<file path="config.mk">
export PLATFORM = sky130hd
export DESIGN_NAME = instr_load_encoder
export DESIGN_NICKNAME = d
export VERILOG_FILES = /design/src/rtl/mips_isa_pkg.sv /design/src/rtl/instr_pack.sv /design/src/rtl/instr_load_encoder.sv
export SDC_FILE = /design/constraint.sdc
export NUM_CORES = 1
export LEC_CHECK = 0
export BUFFER_PORTS_ARGS = -buffer_cell sky130_fd_sc_hd__clkbuf_2
export CAP_MARGIN = 20
export CELL_PAD_IN_SITES_DETAIL_PLACEMENT = 1
export CELL_PAD_IN_SITES_GLOBAL_PLACEMENT = 1
export CORE_MARGIN = 4
export CORE_UTILIZATION = 33
export CTS_CLUSTER_DIAMETER = 40
export CTS_CLUSTER_SIZE = 24
export DETAILED_ROUTE_END_ITERATION = 10
export PLACE_DENSITY_LB_ADDON = 0.25
export SYNTH_ARGS = -nofsm -noshare
export SYNTH_HDL_FRONTEND = slang
export SYNTH_SLANG_ARGS = --single-unit
</file>
<file path="constraint.sdc">
create_clock -name i_clk -period 2.2 [get_ports i_clk]
set_input_delay 0.22 -clock i_clk [delete_from_list [all_inputs] [get_ports i_clk]]
set_output_delay 0.22 -clock i_clk [all_outputs]
set_load 0.02 [all_outputs]
</file>
<file path="src/rtl/mips_isa_pkg.sv">
// Shared MIPS ISA constants: opcodes (common with the control decoder),
// symbolic instruction kinds for the loader, and loader state encoding.
package mips_isa_pkg;

    localparam logic [5:0] OP_RTYPE = 6'h00;
    localparam logic [5:0] OP_J     = 6'h02;
    localparam logic [5:0] OP_BEQ   = 6'h04;
    localparam logic [5:0] OP_BNE   = 6'h05;
    localparam logic [5:0] OP_ADDI  = 6'h08;
    localparam logic [5:0] OP_ADDIU = 6'h09;
    localparam logic [5:0] OP_ORI   = 6'h0D;
    localparam logic [5:0] OP_LUI   = 6'h0F;
    localparam logic [5:0] OP_LW    = 6'h23;
    localparam logic [5:0] OP_SW    = 6'h2B;

    localparam logic [3:0] KIND_RTYPE = 4'd0;
    localparam logic [3:0] KIND_ADDI  = 4'd1;
    localparam logic [3:0] KIND_ADDIU = 4'd2;
    localparam logic [3:0] KIND_LUI   = 4'd3;
    localparam logic [3:0] KIND_ORI   = 4'd4;
    localparam logic [3:0] KIND_LW    = 4'd5;
    localparam logic [3:0] KIND_SW    = 4'd6;
    localparam logic [3:0] KIND_BEQ   = 4'd7;
    localparam logic [3:0] KIND_BNE   = 4'd8;
    localparam logic [3:0] KIND_J     = 4'd9;

    typedef enum logic [1:0] {
        ST_IDLE  = 2'd0,
        ST_LOAD  = 2'd1,
        ST_WRITE = 2'd2,
        ST_DONE  = 2'd3
    } load_state_e;

    function automatic logic [31:0] itype(input logic [5:0] op, input logic [4:0] rs,
                                          input logic [4:0] rt, input logic [15:0] imm);
        return {op, rs, rt, imm};
    endfunction

endpackage

</file>
<file path="src/rtl/instr_pack.sv">
// Combinational packer: symbolic instruction kind plus fields -> 32-bit MIPS word.
// o_legal is low for kinds outside the supported set; o_word is then zero.
module instr_pack
    import mips_isa_pkg::*;
(
    input  logic [3:0]  i_kind,
    input  logic [4:0]  i_rs,
    input  logic [4:0]  i_rt,
    input  logic [4:0]  i_rd,
    input  logic [4:0]  i_shamt,
    input  logic [5:0]  i_funct,
    input  logic [15:0] i_imm,
    input  logic [25:0] i_target,
    output logic [31:0] o_word,
    output logic        o_legal
);

    always_comb begin
        o_word  = 32'd0;
        o_legal = 1'b1;
        case (i_kind)
            KIND_RTYPE: o_word = {OP_RTYPE, i_rs, i_rt, i_rd, i_shamt, i_funct};
            KIND_ADDI:  o_word = itype(OP_ADDI,  i_rs, i_rt, i_imm);
            KIND_ADDIU: o_word = itype(OP_ADDIU, i_rs, i_rt, i_imm);
            // LUI has no source register; the rs slot is forced to zero.
            KIND_LUI:   o_word = itype(OP_LUI,   5'd0, i_rt, i_imm);
            KIND_ORI:   o_word = itype(OP_ORI,   i_rs, i_rt, i_imm);
            KIND_LW:    o_word = itype(OP_LW,    i_rs, i_rt, i_imm);
            KIND_SW:    o_word = itype(OP_SW,    i_rs, i_rt, i_imm);
            KIND_BEQ:   o_word = itype(OP_BEQ,   i_rs, i_rt, i_imm);
            KIND_BNE:   o_word = itype(OP_BNE,   i_rs, i_rt, i_imm);
            KIND_J:     o_word = {OP_J, i_target};
            default:    o_legal = 1'b0;
        endcase
    end

endmodule

</file>
<file path="src/rtl/instr_load_encoder.sv">
// Program loader: accepts instruction fields over valid/ready, encodes them and
// writes one word per two cycles to sequential IMEM addresses starting at 0.
module instr_load_encoder
    import mips_isa_pkg::*;
#(
    parameter int ADDR_W = 8
) (
    input  logic              i_clk,
    input  logic              i_rst,
    input  logic              i_start,
    input  logic              i_valid,
    output logic              o_ready,
    input  logic [3:0]        i_kind,
    input  logic [4:0]        i_rs,
    input  logic [4:0]        i_rt,
    input  logic [4:0]        i_rd,
    input  logic [4:0]        i_shamt,
    input  logic [5:0]        i_funct,
    input  logic [15:0]       i_imm,
    input  logic [25:0]       i_target,
    input  logic              i_last,
    output logic              o_imemWe,
    output logic [ADDR_W-1:0] o_imemAddr,
    output logic [31:0]       o_imemData,
    output logic [ADDR_W:0]   o_count,
    output logic              o_done,
    output logic              o_err,
    output logic              o_overflow
);

    load_state_e       state_q, state_d;
    logic [ADDR_W-1:0] addr_q, addr_d;
    logic [ADDR_W:0]   count_q, count_d;
    logic [31:0]       word_q, word_d;
    logic              last_q, last_d;
    logic              err_q, err_d;
    logic              ovf_q, ovf_d;
    logic              we;

    logic [31:0] pack_word;
    logic        pack_legal;

    instr_pack u_pack (
        .i_kind   (i_kind),
        .i_rs     (i_rs),
        .i_rt     (i_rt),
        .i_rd     (i_rd),
        .i_shamt  (i_shamt),
        .i_funct  (i_funct),
        .i_imm    (i_imm),
        .i_target (i_target),
        .o_word   (pack_word),
        .o_legal  (pack_legal)
    );

    always_ff @(posedge i_clk) begin
        if (i_rst) begin
            state_q <= ST_IDLE;
            addr_q  <= '0;
            count_q <= '0;
            word_q  <= 32'd0;
            last_q  <= 1'b0;
            err_q   <= 1'b0;
            ovf_q   <= 1'b0;
        end else begin
            state_q <= state_d;
            addr_q  <= addr_d;
            count_q <= count_d;
            word_q  <= word_d;
            last_q  <= last_d;
            err_q   <= err_d;
            ovf_q   <= ovf_d;
        end
    end

    always_comb begin
        state_d = state_q;
        addr_d  = addr_q;
        count_d = count_q;
        word_d  = word_q;
        last_d  = last_q;
        err_d   = err_q;
        ovf_d   = ovf_q;
        we      = 1'b0;
        if (i_start) begin
            // Restart wins over everything, including a pending write.
            state_d = ST_LOAD;
            addr_d  = '0;
            count_d = '0;
            err_d   = 1'b0;
            ovf_d   = 1'b0;
        end else begin
            case (state_q)
                ST_LOAD: begin
                    if (i_valid) begin
                        if (pack_legal) begin
                            word_d  = pack_word;
                            last_d  = i_last;
                            state_d = ST_WRITE;
                        end else begin
                            err_d = 1'b1;
                            if (i_last) state_d = ST_DONE;
                        end
                    end
                end
                ST_WRITE: begin
                    we      = 1'b1;
                    count_d = count_q + 1'b1;
                    // Address saturates at the top word so it can never wrap.
                    if (addr_q != '1) addr_d = addr_q + 1'b1;
                    if (last_q) begin
                        state_d = ST_DONE;
                    end else if (addr_q == '1) begin
                        ovf_d   = 1'b1;
                        state_d = ST_DONE;
                    end else begin
                        state_d = ST_LOAD;
                    end
                end
                ST_IDLE, ST_DONE: ;
                default: state_d = ST_IDLE;
            endcase
        end
    end

    assign o_ready    = (state_q == ST_LOAD);
    assign o_imemWe   = we && !i_rst;
    assign o_imemAddr = addr_q;
    assign o_imemData = word_q;
    assign o_count    = count_q;
    assign o_done     = (state_q == ST_DONE);
    assign o_err      = err_q;
    assign o_overflow = ovf_q;

endmodule
</file>
# Yosys cells after proc, flatten, opt, wreduce, memory -nomap -nowiden
# Index checks and enable logic that the tools add are counted.
op_classes:
  add_sub_neg: 2
  eq_ne: 18
  mux: 11
  bitwise_logic: 3
  n_reduce_logical: 13
ops:
  columns: ["operator", "n"]
  rows:
  - ["32-bit case mux with 10 select lines", 1]
  - ["4-bit by 3-bit == test with 1-bit output, second input constant", 4]
  - ["3-bit AND reduction", 4]
  - ["2-bit 2-to-1 mux", 5]
  - ["10-bit OR reduction", 1]
  - ["9-bit by 1-bit adder with 9-bit output, second input constant", 1]
  - ["8-bit by 1-bit adder with 8-bit output, second input constant", 1]
  - ["4-bit by 2-bit == test with 1-bit output, second input constant", 2]
  - ["4-bit == test, second input constant", 2]
  - ["8-bit == test, second input constant", 1]
  - ["8-bit != test, second input constant", 1]
  - ["2-bit == test, second input constant", 2]
  - ["4-bit by 1-bit == test with 1-bit output, second input constant", 1]
  - ["4-bit logical NOT", 1]
  - ["1-bit 2-to-1 mux", 4]
  - ["4-bit by 2-bit != test with 1-bit output, second input constant", 1]
  - ["2-bit case mux with 2 select lines", 1]
  - ["4-bit AND reduction", 1]
  - ["3-bit by 1-bit != test with 1-bit output, second input constant", 1]
  - ["3-bit != test, second input constant", 1]
  - ["1-bit inverter", 3]
  - ["3-bit nonzero test", 1]
  - ["2-bit by 1-bit == test with 1-bit output, second input constant", 1]
  - ["2-bit != test, second input constant", 1]
  - ["5 further kinds", 5]
word_totals:
  ff_bits: 54
  in_bits: 77
  out_inout_bits: 54
  word_cells: 55

# Logic depth before layout (Yosys ltp)
# Gate-level depths: netlist of run 1.
depth:
  ltp_word: 7
  ltp_mapped: 8
  mapped_depth_nobuf: 6

# Cells and area by module
# A second synthesis of run 1 with hierarchy kept.
unflattened:
  cells_unflattened: 336
  hier_area_um2: 2860.2
modules_own_cells:
  columns: ["module", "instances", "cells_each", "area_per_inst_um2", "seq_area_each_um2"]
  rows:
  - ["instr_load_encoder", 1, 259, 2237.1, 1081.0]
  - ["instr_pack", 1, 77, 623.1, 0.0]

# Worst setup path before layout of run 1
# Ideal clock, no wire load.
synth_timing:
  kind: "register to register"
  start: "register state_q[0]"
  end: "register word_q[18] (netlist: o_imemData[18])"
  setup_ns: 0.132
  t_arrival_ns: 1.608
  required_time_ns: 2.068
  setup_slack_ns: 0.460
  path_stages_with_launch: 8
  n_path_buf: 2
  period_less_slack_ns: 1.740
  cell_sequence: "dfxtp_1 > ha_1 > nor2b_1 > nand3_1 > buf_4 > buf_2 > a221oi_1 > nor3_1"
synth_via:
  elab_chain_len: 2
synth_rtl:
  columns: ["item", "line_no", "rtl"]
  rows:
  - ["start, declared", "instr_load_encoder.sv:31", "load_state_e state_q, state_d;"]
  - ["start signal, assigned", "instr_load_encoder.sv:66", "state_q <= state_d;"]
  - ["2-bit by 1-bit == test with 1-bit output", null, null]
  - ["via o_ready", "instr_load_encoder.sv:12", "output logic o_ready,"]
  - ["4-bit AND reduction (no source line)", null, null]
  - ["end signal, assigned", "instr_load_encoder.sv:69", "word_q <= word_d;"]
  - ["end, declared", "instr_load_encoder.sv:34", "logic [31:0] word_q, word_d;"]
# The timed path passes the listed nets, and every way through them passes these cells.
# A chain may end at the register's enable or synchronous reset.

# Worst setup path after layout of run 1
layout_timing:
  start: "register state_q[1]"
  end: "register word_q[24] (netlist: o_imemData[24])"
layout_via:
  elab_chain_len: 2
layout_rtl:
  columns: ["item", "line_no", "rtl"]
  rows:
  - ["2-bit by 1-bit == test with 1-bit output", "instr_load_encoder.sv:93", "case (state_q)"]
  - ["4-bit AND reduction (no source line)", null, null]
# No other way between the ends.

==> impl_results.rst, run 1 <==
.. list-table::
   :header-rows: 1

   * - Metric
     - Value
   * - Outcome
     - completed
   * - DRT Pass-1 Iters
     - 4
   * - Cell count after synthesis
     - approximately 300
   * - Clock latency on the worst-skew pair
     - 0.30 ns
   * - Clock slew seen by the registers of the worst setup and hold paths
     - roughly 0.1 ns
   * - Worst path slowest cell
     - dfxtp_1
   * - Site Rows
     - 32
   * - Transition time at the pin with the least slew margin
     - 0.5477 ns
   * - Hold path depth
     - 3
   * - Synthesized area divided by synthesized cell count
     - approximately 9.1 um^2
   * - Share of final-layout standard cells stronger than drive strength 1
     - 0.4282
   * - Cell chosen for the clock root
     - clkbuf_8
   * - Area of combinational cells with multiple inputs
     - ~0.0015 mm^2
   * - ANT nets after route
     - 0
   * - Max Slew Vio Count
     - 0
   * - Type of element launching the critical path
     - flip-flop
   * - Total I/O pin count
     - 131
   * - Worst-case reg-to-reg path depth
     - 7
   * - Post-CTS Hold Buffers
     - 0
   * - Iteration-0 DRC count of the detailed router
     - 91
   * - Full die area
     - approximately 0.01 mm^2
   * - Global route total overflow
     - 0
   * - Worst Slack Setup Final
     - around 0.35 ns
   * - Max Cap Violations
     - 0
   * - Die Span Y
     - 99.19 um
   * - Final worst-path cycle share
     - 0.8399
   * - Setup repair after global routing missed its margin
     - false
   * - Critical path's largest stage delay
     - about 0.35 ns
   * - Biggest fanout along the worst timing path
     - 29
   * - Worst Hold End
     - o_imemData[4]
   * - Global-route wire length before repair
     - 13.80 mm
   * - Fraction of synthesized cell area taken by the top area cell type
     - 0.3867
   * - HPWL reported at the end of detailed placement
     - approximately 6.7 mm
   * - Crit path arrival time
     - just over 2 ns
   * - Fin Clk Skew
     - around 0.011 ns
   * - Number of buffers added by the clock tree synthesis step
     - 5
   * - Number of endpoints failing setup at the final stage
     - 0
   * - Type of the worst min-delay path
     - in2reg
   * - Vias per inst
     - around 5.2
   * - Inserted Diodes
     - 0
   * - Overall via count from detail_route
     - between 2k and 3k
   * - Setup TNS
     - 0 ns
   * - DR WL/cell
     - roughly 17 um
   * - Cell variety after synth
     - between 40 and 50
   * - Worst ir drop on vdd
     - between 0.2 and 0.25 mV
   * - Final weighted congestion in routability-driven placement
     - around 0.8
   * - Power per cell area
     - around 550 mW/mm^2
   * - Reg2Reg Launch Point
     - state_q[1]
   * - Horizontal extent of the die
     - just under 100 um
   * - Fill cell total of the finished layout
     - about 1k
   * - Fraction of the yosys area taken by sequential cells
     - 0.3867
   * - Main area contributors after synthesis
     - dfxtp_1 39%, nor2_1 6.6%, a221oi_2 4.9%
   * - Tot GR Track Use
     - 0.1713
   * - Post CTS Setup Buffer Count
     - 0
   * - Final count of hold timing violations
     - 0
   * - Sequential cell area
     - roughly 0.0011 mm^2
   * - Area inside the core boundary
     - 0.007888 mm^2
   * - Relative area change from synthesis to final layout
     - 28.91%
   * - # H-tree levels
     - 2
   * - Largest net degree at the start of global routing
     - 34
   * - DRC Markers
     - 0
   * - Minimum period implied by the final worst setup slack
     - 1.848 ns
   * - Vias in the first global route
     - 2,740
   * - Number of antenna violations at the first check in global routing
     - 0
   * - Critical Path RT
     - about 2.4 ns
   * - Hold Worst Slack
     - 0.1391 ns
   * - P_leak
     - 1.530 nW
   * - Start point of the worst min-delay path
     - i_imm[4]
   * - Most used DFF post-synth
     - dfxtp_1
   * - Setup slack of the worst register-to-register path
     - around 0.35 ns
   * - Syn Nets
     - approximately 390
   * - EDFF count, synth
     - 0
   * - Post-Route Utilization
     - 0.4484
   * - Clock tree from TritonCTS
     - built
   * - Routed wire length
     - around 8.7 mm
   * - IO buf count
     - 129
   * - Reg-to-reg critical path endpoint
     - o_imemData[24]
   * - Worst-case clock buffer depth
     - 2
   * - Critical path, cell by cell
     - inv_1, ha_1, nor2b_1, and3_1, buf_4, nor2_1, a211oi_1
   * - Biggest area consumer among synthesized cells
     - dfxtp_1
   * - Post-CTS sizing
     - 0
   * - Nets@finish
     - ~510
   * - Pre-CTS setup slack
     - approximately 0.37 ns
   * - Starting Density
     - 0.3479
   * - Post-synthesis cell area
     - between 0.002 and 0.003 mm^2
   * - Synthesized flop and latch total
     - 53
   * - Async set or reset register ratio after synthesis
     - 0
   * - Number of warnings reported in the yosys synthesis log
     - 0
   * - Max-slew headroom at the worst pin
     - 0.6310
   * - Number of clock sinks seen by CTS
     - 53
   * - CP endpoint kind
     - flip-flop
   * - Worst setup path class
     - reg2reg
   * - Achievable clock frequency
     - between 500 and 600 MHz
placed cells by master, fill, tap and decap left out, types with 2 or more instances in the layout:
| cell | Yosys | routed |
|---|---|---|
| nand3_1 | 8 | 8 |
| a2111oi_0 | 2 | 2 |
| a21oi_1 | 12 | 12 |
| a221oi_1 | 12 | 12 |
| xor2_1 | 7 | 7 |
| ha_1 | 5 | 5 |
| nor2b_1 | 5 | 4 |
| nand4_1 | 5 | 5 |
| nor2_1 | 48 | 48 |
| a32oi_1 | 5 | 5 |
| clkbuf_8 | 0 | 6 |
| a211oi_1 | 17 | 17 |
| nand2_2 | 10 | 10 |
| buf_4 | 4 | 9 |
| nand2_1 | 16 | 16 |
| and4_1 | 2 | 2 |
| clkbuf_2 | 0 | 129 |
| dfxtp_1 | 53 | 53 |
| nor3_1 | 14 | 14 |
| and3_1 | 6 | 6 |
| inv_1 | 7 | 7 |
| o21ai_0 | 3 | 3 |
| xnor2_1 | 5 | 5 |
| a221oi_2 | 9 | 9 |
| a211oi_2 | 10 | 10 |
| mux2i_1 | 3 | 3 |
cell type report:
type	count	area share
clock buffer	6	0.02335
sequential	53	0.3000
timing repair buffer	139	0.2073
clock inverter	2	0.003891
tap	102	0.03608
inverter	7	0.007428
multi-input combinational	218	0.4220
sequential cells by signal (all words and copies together), names as in the netlist:
name / cells
last_q: 1
o_err: 1
o_imemAddr: 8
o_overflow: 1
o_count: 9
o_imemData: 31
state_q: 2
metrics by stage:
stage | std cells | cell area [um^2] | power (mW)
floorplan | 303 | 2744 | 1.249
global placement | 519 | 3441 | 1.387
detailed placement | 519 | 3441 | 1.395
CTS | 527 | 3537 | 1.987
global route | 527 | 3537 | 2.057
finish | 527 | 3537 | 1.952
synthesized netlist by cell type, types with 2 or more instances:
| cell | number |
|---|---|
| xor2_1 | 7 |
| ha_1 | 5 |
| clkbuf_1 | 7 |
| nor3_1 | 14 |
| buf_6 | 4 |
| nand2_1 | 16 |
| a32oi_1 | 5 |
| nand2_2 | 10 |
| inv_1 | 7 |
| a221oi_1 | 12 |
| buf_4 | 4 |
| a2111oi_0 | 2 |
| and4_1 | 2 |
| nand4_1 | 5 |
| a21oi_1 | 12 |
| nand3_1 | 8 |
| dfxtp_1 | 53 |
| a221oi_2 | 9 |
| nor2b_1 | 5 |
| and3_1 | 6 |
| nor2_1 | 48 |
| a211oi_2 | 10 |
| xnor2_1 | 5 |
| o21ai_0 | 3 |
| a211oi_1 | 17 |
| buf_2 | 9 |
| mux2i_1 | 3 |
metal layers:
metal	part of all wire	GRT usage	routed length, um
met5	0	0	0
met4	0.010	0.03992	89
met3	0.072	0.03576	632
met2	0.48	0.2924	4191
met1	0.44	0.2216	3818
power by group:
group	switching, mW	internal (mW)	total [mW]
Combinational	0.217	0.145	0.361
Sequential	0.0182	0.988	1.01
Clock	0.328	0.256	0.584
Total	0.562	1.39	1.95
critical path: cells and delay by family, from the launching register on:
family | cells | cell delay, ns
AOI/OAI and AO/OA | 1 | 0.24
DFF | 1 | 0.35
buffers and inverters | 2 | 0.39
adders and majority gates | 1 | 0.26
and+or+nand+nor | 3 | 0.51
cells by family (layout without fill, tap and decap cells):
kind of cell               Yosys count  after routing  share of synthesized area
AOI/OAI and AO/OA                   76             76                     0.2513
xor gates and xnor gates            12             12                    0.03830
adders and majority gates            5              5                    0.02280
buffers and inverters               32            154                    0.07023
DFF                                 53             53                     0.3867
muxes                                3              3                    0.01094
other                                1              1                   0.001367
and+or+nand+nor                    121            121                     0.2184
worst max-delay path by stage:
stage | endpoint | cells after the start | start | slack [ns]
3_3_place_gp | o_imemAddr[7] | 5 | o_imemAddr[0] | 0.41
5_1_grt | o_imemData[24] | 7 | state_q[1] | 0.12
3_5_place_dp | o_imemData[10] | 6 | state_q[0] | 0.37
4_1_cts | o_imemData[24] | 7 | state_q[1] | 0.34
6_report | o_imemData[24] | 7 | state_q[1] | 0.35
2_1_floorplan | o_imemData[18] | 7 | state_q[0] | 0.46
No activity file was read; power rests on OpenSTA's default activity.
==> inputs of run 2 (changes only) <==
--- a/config.mk
+++ b/config.mk
@@ -10,7 +10,7 @@
 export CELL_PAD_IN_SITES_DETAIL_PLACEMENT = 1
 export CELL_PAD_IN_SITES_GLOBAL_PLACEMENT = 1
 export CORE_MARGIN = 4
-export CORE_UTILIZATION = 33
+export CORE_UTILIZATION = 30
 export CTS_CLUSTER_DIAMETER = 40
 export CTS_CLUSTER_SIZE = 24
 export DETAILED_ROUTE_END_ITERATION = 10
==> constraint.sdc (replaced) <==
create_clock -name i_clk -period 1.7 [get_ports i_clk]
set_input_delay 0.17 -clock i_clk [delete_from_list [all_inputs] [get_ports i_clk]]
set_output_delay 0.17 -clock i_clk [all_outputs]
set_load 0.02 [all_outputs]
==> run 2 against run 1 <==
  * First-iteration DRC count rose by 1.1%
  * Setup slack got worse by 0.25 ns
  * Cell area grew 4.8%
==> impl_results.rst, run 2 (synthesized netlist as in run 1, its figures left out) <==
.. list-table::
   :header-rows: 1

   * - Metric
     - Value
   * - # H-tree levels
     - 2 (unchanged)
   * - Transition time at the pin with the least slew margin
     - 0.5057 ns (was 0.5477 ns)
   * - Area inside the core boundary
     - 0.008806 mm^2 (was 0.007888 mm^2)
   * - Tot GR Track Use
     - 0.1599 (was 0.1713)
   * - Post-CTS Hold Buffers
     - 0 (unchanged)
   * - Iteration-0 DRC count of the detailed router
     - 92 (was 91)
   * - Flip-flop count of the largest register, all copies and words added
     - 31 (unchanged)
   * - Setup repair after global routing missed its margin
     - false (unchanged)
   * - Full die area
     - 0.01074 mm^2 (was 0.009838 mm^2)
   * - Number of buffers added by the clock tree synthesis step
     - 5 (unchanged)
   * - Type of element launching the critical path
     - flip-flop (unchanged)
   * - Part of the total power dissipated in sequential elements
     - 0.509 (was 0.516)
   * - Post-placement cell area
     - 0.003548 mm^2 (was 0.003441 mm^2)
   * - Final worst-path cycle share
     - 0.9427 (was 0.8399)
   * - Share of total power in the clock network
     - 0.291 (was 0.299)
   * - Final non-filler cell area
     - 0.003707 mm^2 (was 0.003537 mm^2)
   * - Biggest fanout along the worst timing path
     - 4 (was 29)
   * - Sequential cell area
     - 0.001062 mm^2 (was 0.001061 mm^2)
   * - Max Cap Violations
     - 0 (unchanged)
   * - Number of endpoints failing setup at the final stage
     - 0 (unchanged)
   * - Global route total overflow
     - 0 (unchanged)
   * - Clock tree from TritonCTS
     - built (unchanged)
   * - Area of combinational cells with multiple inputs
     - 0.001549 mm^2 (was 0.001493 mm^2)
   * - HPWL reported at the end of detailed placement
     - 6.677 mm (was 6.724 mm)
   * - Site Rows
     - 34 (was 32)
   * - Met2 Routed Length
     - 4.073 mm (was 4.191 mm)
   * - Setup TNS
     - 0 ns (unchanged)
   * - Power per cell area
     - 689.7 mW/mm^2 (was 551.8 mW/mm^2)
   * - DR WL/cell
     - 16.15 um (was 16.57 um)
   * - Routed wire length
     - 8.755 mm (was 8.732 mm)
   * - IO buf count
     - 129 (unchanged)
   * - Met1 routed wirelength after detailed routing
     - 4.071 mm (was 3.818 mm)
   * - CP endpoint kind
     - flip-flop (unchanged)
   * - Post CTS Setup Buffer Count
     - 0 (unchanged)
   * - P_leak
     - 1.602 nW (was 1.530 nW)
   * - Critical path, cell by cell
     - ha_1, and4_1, a2111oi_0, xnor2_1, nor2_1 (was inv_1, ha_1, nor2b_1, and3_1, buf_4, nor2_1, a211oi_1)
   * - Final count of hold timing violations
     - 0 (unchanged)
   * - Total power of the final layout
     - 2.557 mW (was 1.952 mW)
   * - Max Slew Vio Count
     - 0 (unchanged)
   * - Type of the worst min-delay path
     - in2reg (unchanged)
   * - Design internal power
     - 1.820 mW (was 1.389 mW)
   * - Outcome
     - completed (unchanged)
   * - Overall via count from detail_route
     - 2,750 (was 2,739)
   * - Topmost layer with routed signal wires
     - met4 (unchanged)
   * - Minimum period implied by the final worst setup slack
     - 1.603 ns (was 1.848 ns)
   * - Relative area change from synthesis to final layout
     - 35.11% (was 28.91%)
   * - Critical path's largest stage delay
     - 0.52 ns (was 0.35 ns)
   * - Nets@finish
     - 516 (was 506)
   * - DRC Markers
     - 0 (unchanged)
   * - Most common cell after layout, fill and taps aside
     - clkbuf_2 (unchanged)
   * - Largest net degree at the start of global routing
     - 37 (was 34)
   * - Critical Path RT
     - 1.91 ns (was 2.42 ns)
   * - Commonest non-fill, non-tap cells in the layout
     - 128 x clkbuf_2, 52 x dfxtp_1, 48 x nor2_1, 17 x a211oi_1, 16 x nand2_1 (was 129 x clkbuf_2, 53 x dfxtp_1, 48 x nor2_1, 17 x a211oi_1, 16 x nand2_1)
   * - Cell chosen for the clock root
     - clkbuf_8 (unchanged)
   * - Worst ir drop on vdd
     - 0.2874 mV (was 0.2367 mV)
   * - Share of final-layout standard cells stronger than drive strength 1
     - 0.4608 (was 0.4282)
   * - Vias in the first global route
     - 2,855 (was 2,740)
   * - Fill cell total of the finished layout
     - 1,078 (was 1,005)
   * - Met3 wire length
     - 472 um (was 632 um)
   * - Fin Clk Skew
     - 0.01284 ns (was 0.01133 ns)
   * - Worst-case clock buffer depth
     - 2 (unchanged)
   * - Clock slew seen by the registers of the worst setup and hold paths
     - 0.10 ns (about the same)
   * - Horizontal extent of the die
     - 103.6 um (was 99.19 um)
   * - Vias per inst
     - 5.074 (was 5.197)
   * - DRT Pass-1 Iters
     - 4 (unchanged)
   * - Number of antenna violations at the first check in global routing
     - 0 (unchanged)
   * - Clock latency on the worst-skew pair
     - 0.31 ns (was 0.30 ns)
   * - Inserted Diodes
     - 0 (unchanged)
   * - Post-Route Utilization
     - 0.4210 (was 0.4484)
   * - Total I/O pin count
     - 131 (unchanged)
   * - Worst path slowest cell
     - a2111oi_0 (was dfxtp_1)
   * - Final weighted congestion in routability-driven placement
     - 0.7677 (was 0.8028)
   * - Max-slew headroom at the worst pin
     - 0.6542 (was 0.6310)
   * - Die Span Y
     - 103.6 um (was 99.19 um)
   * - Worst setup path class
     - reg2reg (unchanged)
   * - ANT nets after route
     - 0 (unchanged)
   * - Starting Density
     - 0.3116 (was 0.3479)
   * - Global-route wire length before repair
     - 14.30 mm (was 13.80 mm)
   * - Combinational share of power
     - 0.200 (was 0.185)
   * - Net Sw Power
     - 737.3 uW (was 562.5 uW)
   * - Number of clock sinks seen by CTS
     - 53 (unchanged)
   * - Crit path arrival time
     - 1.81 ns (was 2.06 ns)
   * - Achievable clock frequency
     - 624.0 MHz (was 541.2 MHz)
   * - Hold Worst Slack
     - 0.07976 ns (was 0.1391 ns)
   * - Sw Ratio
     - 0.2884 (was 0.2882)
run 2: area by class of cell:
cell class                 count  area share
inverter                       7    0.007087
clock buffer                   6     0.02227
tap                          108     0.03645
clock inverter                 1    0.002025
multi-input combinational    218      0.4178
timing repair buffer         149      0.2278
sequential                    53      0.2865
run 2: worst paths after layout:
check / startpoint / end / slack (ns) / cells after the start
setup / recovery: o_imemAddr[1] / o_imemAddr[7] / 0.1 / 5
setup reg to reg: o_imemAddr[1] / o_imemAddr[7] / 0.1 / 5
hold / removal: i_imm[4] / o_imemData[4] / 0.08 / 3
hold reg to reg: o_err / o_err / 0.45 / 2
run 2: through the flow:
step	instances	worst slack (ns)
after floorplan	303	0.007504
after global placement	535	0.1385
after detailed placement	535	0.03619
after CTS	542	0.01151
after global routing	542	0.005125
final	542	0.09743
run 2: routing by layer:
layer,global-route usage,vias to the layer above
met2,0.2607,91
met3,0.03358,9
met5,0,-
met1,0.2095,1285
met4,0.05603,0
li1,-,1365
run 2: power by group through the flow:
stage	clock network, mW	logic (mW)	registers (mW)
after floorplan	0	0.249	1.37
after global placement	0	0.491	1.33
after detailed placement	0	0.499	1.33
after CTS	0.786	0.503	1.30
after global routing	0.834	0.564	1.31
final	0.743	0.512	1.30
run 2: critical path: cells and delay by family (launching register included):
kind / cells / cell delay, ns
compound gates: 1 / 0.52
xor+xnor: 1 / 0.17
fa+ha+maj: 1 / 0.20
flops: 1 / 0.35
simple gates: 2 / 0.26
run 2: timing repair:
item                                    4_1_cts  5_1_grt
gates resized for setup                       2       13
cloned                                        0        0
endpoints found under the setup margin        1       24
pin swaps                                     0        0
==> inputs of run 3 (changes only) <==
--- a/config.mk
+++ b/config.mk
@@ -5,12 +5,13 @@
 export SDC_FILE = /design/constraint.sdc
 export NUM_CORES = 1
 export LEC_CHECK = 0
+export ABC_AREA = 1
 export BUFFER_PORTS_ARGS = -buffer_cell sky130_fd_sc_hd__clkbuf_2
 export CAP_MARGIN = 20
 export CELL_PAD_IN_SITES_DETAIL_PLACEMENT = 1
 export CELL_PAD_IN_SITES_GLOBAL_PLACEMENT = 1
 export CORE_MARGIN = 4
-export CORE_UTILIZATION = 30
+export CORE_UTILIZATION = 28
 export CTS_CLUSTER_DIAMETER = 40
 export CTS_CLUSTER_SIZE = 24
 export DETAILED_ROUTE_END_ITERATION = 10
==> run 3 against run 2 <==
  * Setup slack got worse by 0.025 ns
  * Critical path type is now reg2out
  * Clock power grew 8.9%
  * Utilization fell by 4.1 points
  * Largest cell class unchanged
  * Total power grew 1.5%
  * Clock-buffer cell count grew 1
  * Wire length rose by 8.5%
  * Critical path depth stayed put
  * First-iteration DRC count rose by 29%
  * Die area grew 9.1%
  * Flip-flop and latch count is the same
  * Clock skew down 0.0056 ns
==> impl_results.rst, run 3 <==
.. list-table::
   :header-rows: 1

   * - Metric
     - Value
   * - Outcome
     - completed (unchanged)
   * - Overall via count from detail_route
     - 3,130 (was 2,750)
   * - P_leak
     - 1.889 nW (was 1.602 nW)
   * - Vias per inst
     - 4.556 (was 5.074)
   * - Post-Route Utilization
     - 0.3803 (was 0.4210)
   * - IO buf count
     - 129 (unchanged)
   * - Synthesized area divided by synthesized cell count
     - 6.637 um^2 (was 9.056 um^2)
   * - Clock tree from TritonCTS
     - built (unchanged)
   * - Fraction of the yosys area taken by sequential cells
     - 0.3771 (was 0.3867)
   * - Post-CTS Hold Buffers
     - 0 (unchanged)
   * - Max Cap Violations
     - 0 (unchanged)
   * - DRC Markers
     - 0 (unchanged)
   * - Number of buffers added by the clock tree synthesis step
     - 5 (unchanged)
   * - Vias in the first global route
     - 3,259 (was 2,855)
   * - Most common cell after layout, fill and taps aside
     - clkbuf_2 (unchanged)
   * - Number of endpoints failing setup at the final stage
     - 0 (unchanged)
   * - Relative area change from synthesis to final layout
     - 32.10% (was 35.11%)
   * - Setup repair after global routing missed its margin
     - true (was false)
   * - Type of the worst min-delay path
     - in2reg (unchanged)
   * - Tot GR Track Use
     - 0.1649 (was 0.1599)
   * - Full die area
     - 0.01172 mm^2 (was 0.01074 mm^2)
   * - Sw Ratio
     - 0.2934 (was 0.2884)
   * - Crit path arrival time
     - 1.46 ns (was 1.81 ns)
   * - Worst Slack Setup Final
     - 0.07265 ns (was 0.09743 ns)
   * - Horizontal extent of the die
     - 108.3 um (was 103.6 um)
   * - Commonest non-fill, non-tap cells in the layout
     - 129 x clkbuf_2, 96 x nand2_1, 64 x nor2_1, 53 x dfxtp_1, 45 x a21oi_1 (was 128 x clkbuf_2, 52 x dfxtp_1, 48 x nor2_1, 17 x a211oi_1, 16 x nand2_1)
   * - Transition time at the pin with the least slew margin
     - 0.5121 ns (was 0.5057 ns)
   * - Cell with the most instances after synthesis
     - nand2_1 (was dfxtp_1)
   * - Hold Worst Slack
     - 0.08139 ns (was 0.07976 ns)
   * - Site Rows
     - 36 (was 34)
   * - Iteration-0 DRC count of the detailed router
     - 119 (was 92)
   * - Die Span Y
     - 108.3 um (was 103.6 um)
   * - DR WL/cell
     - 13.83 um (was 16.15 um)
   * - Net Sw Power
     - 761.3 uW (was 737.3 uW)
   * - Post-placement cell area
     - 0.003601 mm^2 (was 0.003548 mm^2)
   * - Crit path buffers/inverters
     - 3 (was 0)
   * - Number of warnings reported in the yosys synthesis log
     - 0 (unchanged)
   * - Critical path's largest stage delay
     - 0.35 ns (was 0.52 ns)
   * - Critical Path RT
     - 1.53 ns (was 1.91 ns)
   * - Worst ir drop on vdd
     - 0.2889 mV (was 0.2874 mV)
   * - Share of final-layout standard cells stronger than drive strength 1
     - 0.2924 (was 0.4608)
   * - Number of clock sinks seen by CTS
     - 53 (unchanged)
   * - Achievable clock frequency
     - 614.5 MHz (was 624.0 MHz)
   * - Biggest fanout along the worst timing path
     - 7 (was 4)
   * - Worst path slowest cell
     - dfxtp_1 (was a2111oi_0)
   * - HPWL reported at the end of detailed placement
     - 7.501 mm (was 6.677 mm)
   * - Most used DFF post-synth
     - dfxtp_1 (unchanged)
   * - Cell count after synthesis
     - 424 (was 303)
   * - Cell family contributing the most delay on the critical path
     - buffers and inverters (was compound AO/OA/AOI/OAI gates)
   * - Combinational share of power
     - 0.185 (was 0.200)
   * - DRT Pass-1 Iters
     - 4 (unchanged)
   * - Final worst-path cycle share
     - 0.9573 (was 0.9427)
   * - Design internal power
     - 1.833 mW (was 1.820 mW)
   * - Max-slew headroom at the worst pin
     - 0.6578 (was 0.6542)
   * - Routed wire length
     - 9.498 mm (was 8.755 mm)
   * - Flip-flop count of the largest register, all copies and words added
     - 31 (unchanged)
   * - ANT nets after route
     - 0 (unchanged)
   * - Pre-CTS setup slack
     - 0.1136 ns (was 0.03619 ns)
   * - Clock latency on the worst-skew pair
     - 0.31 ns (about the same)
   * - Biggest area consumer among synthesized cells
     - dfxtp_1 (unchanged)
   * - Area inside the core boundary
     - 0.009774 mm^2 (was 0.008806 mm^2)
   * - Syn Nets
     - 506 (was 385)
   * - Share of total power in the clock network
     - 0.312 (was 0.291)
   * - Part of the total power dissipated in sequential elements
     - 0.503 (was 0.509)
   * - Critical path, cell by cell
     - inv_1, ha_2, inv_1, nor2_1, clkbuf_2 (was ha_1, and4_1, a2111oi_0, xnor2_1, nor2_1)
   * - EDFF count, synth
     - 0 (unchanged)
   * - Largest net degree at the start of global routing
     - 34 (was 37)
   * - Starting Density
     - 0.2879 (was 0.3116)
   * - Final count of hold timing violations
     - 0 (unchanged)
   * - CP endpoint kind
     - output pin (was flip-flop)
   * - Main area contributors after synthesis
     - dfxtp_1 38%, nand2_1 13%, nor2_1 8.5% (was dfxtp_1 39%, nor2_1 6.6%, a221oi_2 4.9%)
   * - Fin Clk Skew
     - 0.007221 ns (was 0.01284 ns)
   * - Synthesized flop and latch total
     - 53 (unchanged)
   * - Cell variety after synth
     - 29 (was 42)
   * - Critical path's most frequent cell
     - inv_1
   * - Final weighted congestion in routability-driven placement
     - 0.7938 (was 0.7677)
   * - Worst-case clock buffer depth
     - 2 (unchanged)
   * - Type of element launching the critical path
     - flip-flop (unchanged)
   * - Minimum period implied by the final worst setup slack
     - 1.627 ns (was 1.603 ns)
   * - Max Slew Vio Count
     - 0 (unchanged)
   * - Power per cell area
     - 698.0 mW/mm^2 (was 689.7 mW/mm^2)
   * - Nets@finish
     - 635 (was 516)
   * - Synth top cells by count
     - 96 x nand2_1, 64 x nor2_1, 53 x dfxtp_1, 45 x a21oi_1, 40 x inv_1 (was 53 x dfxtp_1, 48 x nor2_1, 17 x a211oi_1, 16 x nand2_1, 14 x nor3_1)
   * - Worst setup path class
     - reg2out (was reg2reg)
   * - Async set or reset register ratio after synthesis
     - 0 (unchanged)
   * - Fraction of synthesized cell area taken by the top area cell type
     - 0.3771 (was 0.3867)
   * - Post-synthesis cell area
     - 0.002814 mm^2 (was 0.002744 mm^2)
   * - Clock slew seen by the registers of the worst setup and hold paths
     - 0.10 ns (about the same)
   * - Final non-filler cell area
     - 0.003717 mm^2 (was 0.003707 mm^2)
   * - Inserted Diodes
     - 0 (unchanged)
   * - Global-route wire length before repair
     - 15.66 mm (was 14.30 mm)
   * - Global route total overflow
     - 0 (unchanged)
   * - Total I/O pin count
     - 131 (unchanged)
   * - Number of antenna violations at the first check in global routing
     - 0 (unchanged)
   * - # H-tree levels
     - 2 (unchanged)
   * - Cell chosen for the clock root
     - clkbuf_8 (unchanged)
## run 3: logic make-up (layout without fill, tap and decap cells)
| logic type | after synthesis | count (layout) | synth area share |
|---|---|---|---|
| buffers and inverters | 59 | 189 | 0.09204 |
| AO/OA/AOI/OAI | 86 | 86 | 0.1574 |
| AND/OR/NAND/NOR | 216 | 216 | 0.3375 |
| other | 1 | 1 | 0.001333 |
| XOR/XNOR | 4 | 4 | 0.01245 |
| adder cells (fa/ha/maj) | 5 | 5 | 0.02223 |
| flip-flops | 53 | 53 | 0.3771 |
## run 3: area by class of cell
cell class,instances,area [um^2]
fill,1318,6057
inverter,43,163.9
timing repair buffer,138,725.7
clock inverter,1,5.005
sequential,53,1061
clock buffer,7,96.34
multi-input combinational,312,1499
tap,133,166.4
## run 3: worst paths after layout
path | slack [ns] | start | cells after the start | endpoint
min reg2reg | 0.48 | o_overflow | 1 | o_overflow
max reg2reg | 0.16 | state_q[1] | 8 | o_imemData[12]
max | 0.07 | state_q[0] | 5 | o_imemWe
min | 0.08 | i_rt[2] | 3 | o_imemData[18]
## run 3: power groups by stage
stage	combinational [mW]	clock (mW)	sequential (mW)
3_3_place_gp	0.478	0	1.33
3_5_place_dp	0.484	0	1.33
2_1_floorplan	0.238	0	1.37
5_1_grt	0.542	0.893	1.31
4_1_cts	0.488	0.848	1.31
6_report	0.480	0.809	1.31
## run 3: what timing repair did
action | CTS | global route
gates resized for setup | 1 | 3
setup buffers | 0 | 1
setup endpoints to repair | 1 | 24
pin swaps | 0 | 1
## run 3: tightest hold or removal path: stages
cell and delay (ns):
clkbuf_2 0.08, nand2_1 0.05, a21oi_1 0.05
## run 3: stage by stage
step | cells | total power [mW] | TNS (ns)
global placement | 678 | 1.811 | 0
finish | 687 | 2.595 | 0
global route | 687 | 2.747 | -0.05462
CTS | 686 | 2.642 | 0
floorplan | 424 | 1.607 | 0
detailed placement | 678 | 1.819 | 0
## run 3: routing by layer
layer  GRT usage  wire (um)  vias to the layer above
li1            -          -                     1623
met1      0.2114       4375                     1426
met2      0.2851       4490                       76
met3     0.03881        573                        5
met4     0.02976         59                        0
met5           0          0                        -
